### src/rtl/csv_accum_ctrl.sv
// Job accumulator: streams N operands through one carry-save compressor whose
// last two inputs are the registered S/C pair, then resolves S+C into a word.
module csv_accum_ctrl #(
  parameter int width     = 16,
  parameter int depth     = 4,
  parameter int max_count = 16
) (
  input  logic                           clk_i,
  input  logic                           rst_ni,
  input  logic                           start_valid_i,
  output logic                           start_ready_o,
  input  logic [$clog2(max_count+1)-1:0] count_i,
  input  logic                           op_valid_i,
  output logic                           op_ready_o,
  input  logic [width-1:0]               op_data_i,
  output logic                           res_valid_o,
  input  logic                           res_ready_i,
  output logic [width-1:0]               res_data_o,
  output logic                           busy_o
);

  localparam int slots = depth - 2;
  localparam int cw    = $clog2(max_count + 1);
  localparam int kw    = $clog2(depth - 1);

  typedef enum logic [1:0] {IDLE, COLLECT, COMPRESS, DONE} state_t;

  state_t           state_reg, state_next;
  logic [width-1:0] s_reg, c_reg, res_reg;
  logic [kw-1:0]    k_reg;
  logic [cw-1:0]    remaining_reg;
  logic [slots-1:0] fill_reg;
  logic [width-1:0] slot_reg [slots];
  logic [cw-1:0]    count_sat;
  logic             last_op;
  logic             clear_slots;

  logic [width-1:0] ops     [depth];
  logic [width-1:0] s_chain [depth-1];
  logic [width-1:0] c_chain [depth-1];
  logic [width-1:0] maj     [depth-1];
  logic [width-1:0] s_next, c_next;

  assign count_sat   = (count_i > cw'(max_count)) ? cw'(max_count) : count_i;
  assign last_op     = (k_reg == kw'(depth - 3)) || (remaining_reg == cw'(1));
  assign clear_slots = (state_reg == COMPRESS) || (state_reg == IDLE && start_valid_i);

  // Operand slots; the fill bit masks slots not written in the current pass.
  genvar gi;
  generate
    for (gi = 0; gi < slots; gi++) begin : g_slot
      always_ff @(posedge clk_i) begin
        if (!rst_ni) begin
          slot_reg[gi] <= '0;
          fill_reg[gi] <= 1'b0;
        end else if (state_reg == COLLECT && op_valid_i && k_reg == kw'(gi)) begin
          slot_reg[gi] <= op_data_i;
          fill_reg[gi] <= 1'b1;
        end else if (clear_slots) begin
          slot_reg[gi] <= '0;
          fill_reg[gi] <= 1'b0;
        end
      end
      assign ops[gi] = fill_reg[gi] ? slot_reg[gi] : '0;
    end
  endgenerate

  assign ops[depth-2] = s_reg;
  assign ops[depth-1] = c_reg;

  // Chain of 3:2 full-adder rows reduces depth operands to one S/C pair.
  assign s_chain[0] = ops[0];
  assign c_chain[0] = ops[1];
  assign maj[0]     = '0;
  generate
    for (gi = 2; gi < depth; gi++) begin : g_csa
      assign s_chain[gi-1] = s_chain[gi-2] ^ c_chain[gi-2] ^ ops[gi];
      assign maj[gi-1]     = (s_chain[gi-2] & c_chain[gi-2]) |
                             (s_chain[gi-2] & ops[gi]) |
                             (c_chain[gi-2] & ops[gi]);
      assign c_chain[gi-1] = {maj[gi-1][width-2:0], 1'b0};
    end
  endgenerate

  assign s_next = s_chain[depth-2];
  assign c_next = c_chain[depth-2];

  always_ff @(posedge clk_i) begin
    if (!rst_ni) begin
      state_reg <= IDLE;
    end else begin
      state_reg <= state_next;
    end
  end

  always_comb begin
    state_next    = state_reg;
    start_ready_o = 1'b0;
    op_ready_o    = 1'b0;
    res_valid_o   = 1'b0;
    busy_o        = 1'b1;
    case (state_reg)
      IDLE: begin
        start_ready_o = 1'b1;
        busy_o        = 1'b0;
        if (start_valid_i) state_next = (count_sat == '0) ? DONE : COLLECT;
      end
      COLLECT: begin
        op_ready_o = 1'b1;
        if (op_valid_i && last_op) state_next = COMPRESS;
      end
      COMPRESS: state_next = (remaining_reg == '0) ? DONE : COLLECT;
      DONE: begin
        res_valid_o = 1'b1;
        if (res_ready_i) state_next = IDLE;
      end
      default: state_next = IDLE;
    endcase
  end

  always_ff @(posedge clk_i) begin
    if (!rst_ni) begin
      s_reg         <= '0;
      c_reg         <= '0;
      k_reg         <= '0;
      remaining_reg <= '0;
      res_reg       <= '0;
    end else begin
      case (state_reg)
        IDLE: if (start_valid_i) begin
          s_reg         <= '0;
          c_reg         <= '0;
          k_reg         <= '0;
          remaining_reg <= count_sat;
          res_reg       <= '0;
        end
        COLLECT: if (op_valid_i) begin
          k_reg         <= k_reg + kw'(1);
          remaining_reg <= remaining_reg - cw'(1);
        end
        COMPRESS: begin
          s_reg <= s_next;
          c_reg <= c_next;
          k_reg <= '0;
          if (remaining_reg == '0) res_reg <= s_next + c_next;
        end
        default: ;
      endcase
    end
  end

  assign res_data_o = res_reg;

endmodule

### config.mk
export PLATFORM = sky130hd
export DESIGN_NAME = csv_accum_ctrl
export DESIGN_NICKNAME = d
export VERILOG_FILES = /design/src/rtl/csv_accum_ctrl.sv
export SDC_FILE = /design/constraint.sdc
export NUM_CORES = 1
export LEC_CHECK = 0
export CORE_ASPECT_RATIO = 1.1
export CORE_UTILIZATION = 35
export CTS_CLUSTER_SIZE = 8
export DETAILED_ROUTE_END_ITERATION = 8
export SLEW_MARGIN = 0
export SYNTH_ARGS = -nofsm -noshare
export SYNTH_HDL_FRONTEND = slang
export SYNTH_SLANG_ARGS = --single-unit
export TNS_END_PERCENT = 1
### constraint.sdc
create_clock -name clk_i -period 5.65 [get_ports clk_i]
set_input_delay 1.13 -clock clk_i [delete_from_list [all_inputs] [get_ports clk_i]]
set_output_delay 1.13 -clock clk_i [all_outputs]
set_load 0.01 [all_outputs]
# Yosys cells after proc, flatten, opt, wreduce, memory -nomap -nowiden
# Memories as Yosys holds them, arrays and structs flattened.
# Index checks and enable logic that the tools add are counted.
[totals] mem_count=1 elab_cells=107 ramBits=32 inputBits=26 ff_bits=59 out_inout_bits=20
[memory_table] memory="slot_reg" words=2 width=16 read_ports=2 rd_ports_with_merged_regs=0 write_ports=2 line="33" source="logic [width-1:0] slot_reg [slots];"
[classes] bitwise_logic=18 n_eq_ne=10 n_lt_le_gt_ge=1 addsub=3 muxes=45 reduce_logical=21
[op_table] cell="$mux 16" n=8
[op_table] cell="$pmux 16 s2" n=3
[op_table] cell="$and 15x15->15" n=6
[op_table] cell="$xor 16x16->16" n=4
[op_table] cell="$or 15x15->15" n=4
[op_table] cell="$mux 1" n=21
[op_table] cell="$add 16x16->16" n=1
[op_table] cell="$mux 5" n=3
[op_table] cell="$mux 2" n=7
[op_table] cell="$reduce_and 3->1" n=4
[op_table] cell="$logic_not 5->1" n=2
[op_table] cell="$pmux 5 s2" n=1
[op_table] cell="$pmux 2 s4" n=1
[op_table] cell="$reduce_bool 2->1" n=4
[op_table] cell="$ne 2x2->1 const B" n=3
[op_table] cell="$pmux 2 s3" n=1
[op_table] cell="$eq 5x1->1 const B" n=1
[op_table] cell="$gt 5x5->1 const B" n=1
[op_table] cell="$logic_and 1x1->1" n=5
[op_table] cell="$sub 5x1->5 const B" n=1
[op_table] cell="$eq 2x1->1 const B" n=2
[op_table] cell="$eq 2x2->1 const B" n=2
[op_table] cell="$logic_not 2->1" n=2
[op_table] cell="$ne 2x1->1 const B" n=2
[op_table] cell="5 further kinds" n=9

# Longest topological paths before layout
# An unclocked memory read counts as a cell.
[depth] ltp_word=11 ltp_mapped=13 ltp_nobuf=12

# Worst setup path after synthesis
# OpenSTA, ideal clock, no wires.
[synth_timing] kind="register to register" startpoint="reg fill_reg[0]" endpoint="reg res_reg[14] (netlist: res_data_o[14])" setup_ns=0.087 period_less_slack_ns=3.194 arrival_time_ns=3.107 t_required_ns=5.563 stages_incl_launch_ff=14 path_buffers=1 path_slack_ns=2.456 path_cell_list="dfxtp_1 clkbuf_1 and2_1 fa_1 fa_1 ha_1 inv_1 fa_1 nor2b_1 o21a_1 o21ai_1 a21oi_1 o31a_1 o31ai_1"
[synth_between] elab_chain_len=10 elab_cells_between_ends=17 classes_between="add/sub (1); mux (3); bitwise (13)"
[synth_lines] item="start: declaration" line="32" source="logic [slots-1:0] fill_reg;"
[synth_lines] item="start signal: indexed assignment" line="55" source="fill_reg[gi] <= 1'b0;"
[synth_lines] item="start signal: indexed assignment" line="58" source="fill_reg[gi] <= 1'b1;"
[synth_lines] item="start signal: indexed assignment" line="61" source="fill_reg[gi] <= 1'b0;"
[synth_lines] item="$mux 16 (*)" line="64" source="assign ops[gi] = fill_reg[gi] ? slot_reg[gi] : '0;"
[synth_lines] item="$and 15x15->15, on equally long branches" line="78, 79"
[synth_lines] item="$or 15x15->15" line="78" source="assign maj[gi-1] = (s_chain[gi-2] & c_chain[gi-2]) |"
[synth_lines] item="$or 15x15->15" line="79" source="(s_chain[gi-2] & ops[gi]) |"
[synth_lines] item="$and 15x15->15" line="78"
[synth_lines] item="$or 15x15->15" line="78"
[synth_lines] item="$or 15x15->15" line="79"
[synth_lines] item="$add 16x16->16 (*)" line="145" source="if (remaining_reg == '0) res_reg <= s_next + c_next;"
[synth_lines] item="$mux 16 (*)" line="145"
[synth_lines] item="$pmux 16 s2 (*)" line="129" source="case (state_reg)"
[synth_lines] item="end signal: assignment" line="145"
[synth_lines] item="end: declaration" line="29" source="logic [width-1:0] s_reg, c_reg, res_reg;"
# Every way passes the cells marked *; elsewhere a longest branch is shown, timed or not. The select of a mux whose other input is x is not followed.
# A chain may end at the register's enable or synchronous reset.

# Final worst setup path
# Ends and elaborated chain as after synthesis.

==> results.sh <==
export IMPL_cts_clk_slew_worst_paths_ps=60
export IMPL_clockPowerShare_pct=38.5
export IMPL_critPathMaxFanout=17
export IMPL_cap_violations=0
export IMPL_holdCritPathClass="reg2reg"
export IMPL_synth_top_area_cell="dfxtp_1"
export IMPL_netlist_instances=482
export IMPL_largest_reg_flops=32
export IMPL_crit_required_ps=5900
export IMPL_reg2reg_depth=12
export IMPL_grt_start_max_net_pins=46
export IMPL_wl_per_cell_um=14.2
export IMPL_fmax_mhz=283
export IMPL_drtIter0Drc=131
export IMPL_max_slew_margin_pct=44.0
export IMPL_final_antenna_net_count=0
export IMPL_hold_viol=0
export IMPL_postCtsSetupBuffers=0
export IMPL_cts_buffers=9
export IMPL_power_frac_seq_pct=50.5
export IMPL_p_int_mw=1.05
export IMPL_grt_pass1_vias=3416
export IMPL_io_pins=46
export IMPL_min_period_over_period_pct=62.5
export IMPL_grt_usage_pct=15.2
export IMPL_port_buffers=45
export IMPL_cts_root_buf="clkbuf_16"
export IMPL_setup_viol=0
export IMPL_avgSynthCellArea_um2=10.1
export IMPL_grt_pass1_wl_um=17100
export IMPL_cp_slowest_cell="dfxtp_1"
export IMPL_peakVddDrop_mv=0.139
export IMPL_clk_latency_ps=340
export IMPL_min_from="res_data_o[11]"
export IMPL_synth_top_area_share_pct=23.5
export IMPL_critPathMostFrequentCell="fa_1"
export IMPL_period_minus_slack_ps=3530
export IMPL_synth_seq_cells=89
export IMPL_worstMarginPinSlew_ps=838
export IMPL_antenna_found_initial=0
export IMPL_criticalPathCategory="reg2reg"
export IMPL_synth_edf_count=32
export IMPL_cts_buffer_depth=2
export IMPL_die_area_mm2=0.0144
export IMPL_endpoint_kind="flip-flop"
export IMPL_fin_nets=593
export IMPL_start_kind="flip-flop"
export IMPL_multi_input_area_mm2=0.00259
export IMPL_dpl_hpwl_um=7370
export IMPL_yosysUniqueCellTypes=50
export IMPL_yosysWarnings=0
export IMPL_slew_viol_final=0
export IMPL_switching_share_pct=25.4
export IMPL_die_h_um=126
export IMPL_syn_nets=555
export IMPL_synthFlopType="dfxtp_1"
export IMPL_instances_no_fill=709
export IMPL_final_seq_area_mm2=0.00210
export IMPL_yosysSeqAreaShare_pct=43.3
export IMPL_h_tree_depth=3
export IMPL_cts_resized=0
export IMPL_reg2reg_slack_ps=2120
export IMPL_vias=3494
export IMPL_critPathCapture="res_data_o[14]"
export IMPL_fillers=1289
export IMPL_vias_per_cell=4.93
export IMPL_fin_skew_ps=7.13
export IMPL_ys_async_sr_fraction_pct=0
export IMPL_p_per_area_mw_per_mm2=247
export IMPL_crit_start="fill_reg[0]"
export IMPL_clock_sinks=89
export IMPL_rsz0062_at_grt="false"
export IMPL_setup_tns_final_ps=0
export IMPL_coreArea_mm2=0.0134
export IMPL_pwr_share_comb_pct=10.9
export IMPL_r2r_start="fill_reg[0]"
export IMPL_total_power_mw=1.41
export IMPL_whs_ps=456
export IMPL_final_util_pct=42.9
export IMPL_hold_buffers=0
export IMPL_drc=0
export IMPL_area_growth_pct=18.1
export IMPL_crit_path_max_incr_delay_ps=570
export IMPL_cp_arrival_ps=3780
export IMPL_antenna_cells=0
export IMPL_netlist_area_mm2=0.00486
export IMPL_gp_congestion=0.779
export IMPL_cts_tree="yes"
export IMPL_drt_total_wl_um=10100
export IMPL_dp_cells=693
export IMPL_r2r_end="res_data_o[14]"
export IMPL_die_width_um=114
export IMPL_switchingPower_mw=0.360
export IMPL_drt_pass1_iterations=4
export IMPL_leakagePower_nw=2.29
export IMPL_initial_core_util_pct=36.3
export IMPL_drive_above_1_share_pct=6.10
export IMPL_rows=44
export IMPL_grt_overflow=0
export IMPL_status="finished clean"
export IMPL_crit_chain="and2_1 > fa_1 > fa_1 > ha_1 > inv_1 > fa_1 > nor2b_1 > o21a_1 > o21ai_1 > a21oi_1 > o31a_1 > o31ai_1"
export IMPL_synth_area_top_cells="dfxtp_1, edfxtp_1, fa_1"
[power by group through the flow]
stage,logic (mW),clock network [mW],registers [mW]
finish,0.155,0.545,0.715
global route,0.173,0.583,0.718
CTS,0.155,0.556,0.715
detailed placement,0.154,0,0.729
global placement,0.152,0,0.728
floorplan,0.105,0,0.719
[Yosys cell counts, drive strengths merged, types with 5 or more instances]
library cell	count
and2	63
dfxtp	57
nor2	56
a21oi	35
edfxtp	32
nand2	30
fa	29
a22oi	27
ha	18
inv	17
clkbuf	16
nor3	12
nand3	9
o21ai	9
buf	6
xor2	6
xnor2	5
[cell type report]
| cell class | instances | area share [%] |
|---|---|---|
| Timing Repair Buffer | 49 | 8.38 |
| Clock buffer | 11 | 4.06 |
| Clock inverter | 5 | 0.545 |
| Tap cell | 184 | 4.01 |
| Inverter | 17 | 1.11 |
| Sequential cell | 89 | 36.7 |
| Multi-Input combinational cell | 354 | 45.2 |
[cell usage in the layout, fill, tap and decap left out, types with 3 or more instances in the layout]
cell,count
and2_1,63
o21ai_0,8
nand2_1,30
clkdlybuf4s50_1,45
ha_1,18
nor4_1,3
xnor2_1,5
o21a_1,4
a21o_1,4
dfxtp_1,57
buf_4,4
o31ai_1,3
a21oi_2,3
edfxtp_1,32
inv_1,16
a31o_2,3
nor2_1,56
a31oi_1,4
nand2b_1,4
a21oi_1,32
a22oi_1,27
xor2_1,6
nor3_1,11
nor2b_1,3
fa_1,29
nand3_1,9
mux2i_1,3
nand4_1,3
clkbuf_16,9
[worst max-delay path, delay by kind of cell, from the launching register on]
family	cells	cell delay, ps
fa+ha+maj	4	1350
compound gates	5	1150
flops	1	570
simple gates	2	290
buf+inv	1	80
[metal layers]
metal / wire length [µm] / track usage [%]
met1: 4920 / 20.5
met2: 4610 / 23.8
met3: 378 / 2.57
met4: 184 / 6.65
met5: 0 / 0
[worst min-delay path by stage]
| stage | to | slack, ps | cells past startpoint |
|---|---|---|---|
| final | res_data_o[11] | 460 | 2 |
| after global routing | res_data_o[11] | 480 | 2 |
| after CTS | res_data_o[10] | 460 | 2 |
| after detailed placement | res_data_o[10] | 450 | 2 |
| after global placement | res_data_o[11] | 440 | 2 |
| after floorplan | k_reg[1] | 440 | 2 |
[cells by family after synthesis]
group	count (synthesis)	synth area share, %
and+or+nand+nor	195	21.0
AOI/OAI and AO/OA	98	13.1
DFF	89	43.3
adders and majority gates	47	16.6
buffers and inverters	39	3.40
xor gates and xnor gates	11	1.98
muxes	3	0.618
[stage by stage]
stage | setup WS, ps | instance area, µm²
global route | 1840 | 5730
global placement | 2240 | 5470
detailed placement | 2140 | 5470
CTS | 2110 | 5730
finish | 2120 | 5730
floorplan | 2460 | 4860
No activity file was read; power rests on OpenSTA's default activity.
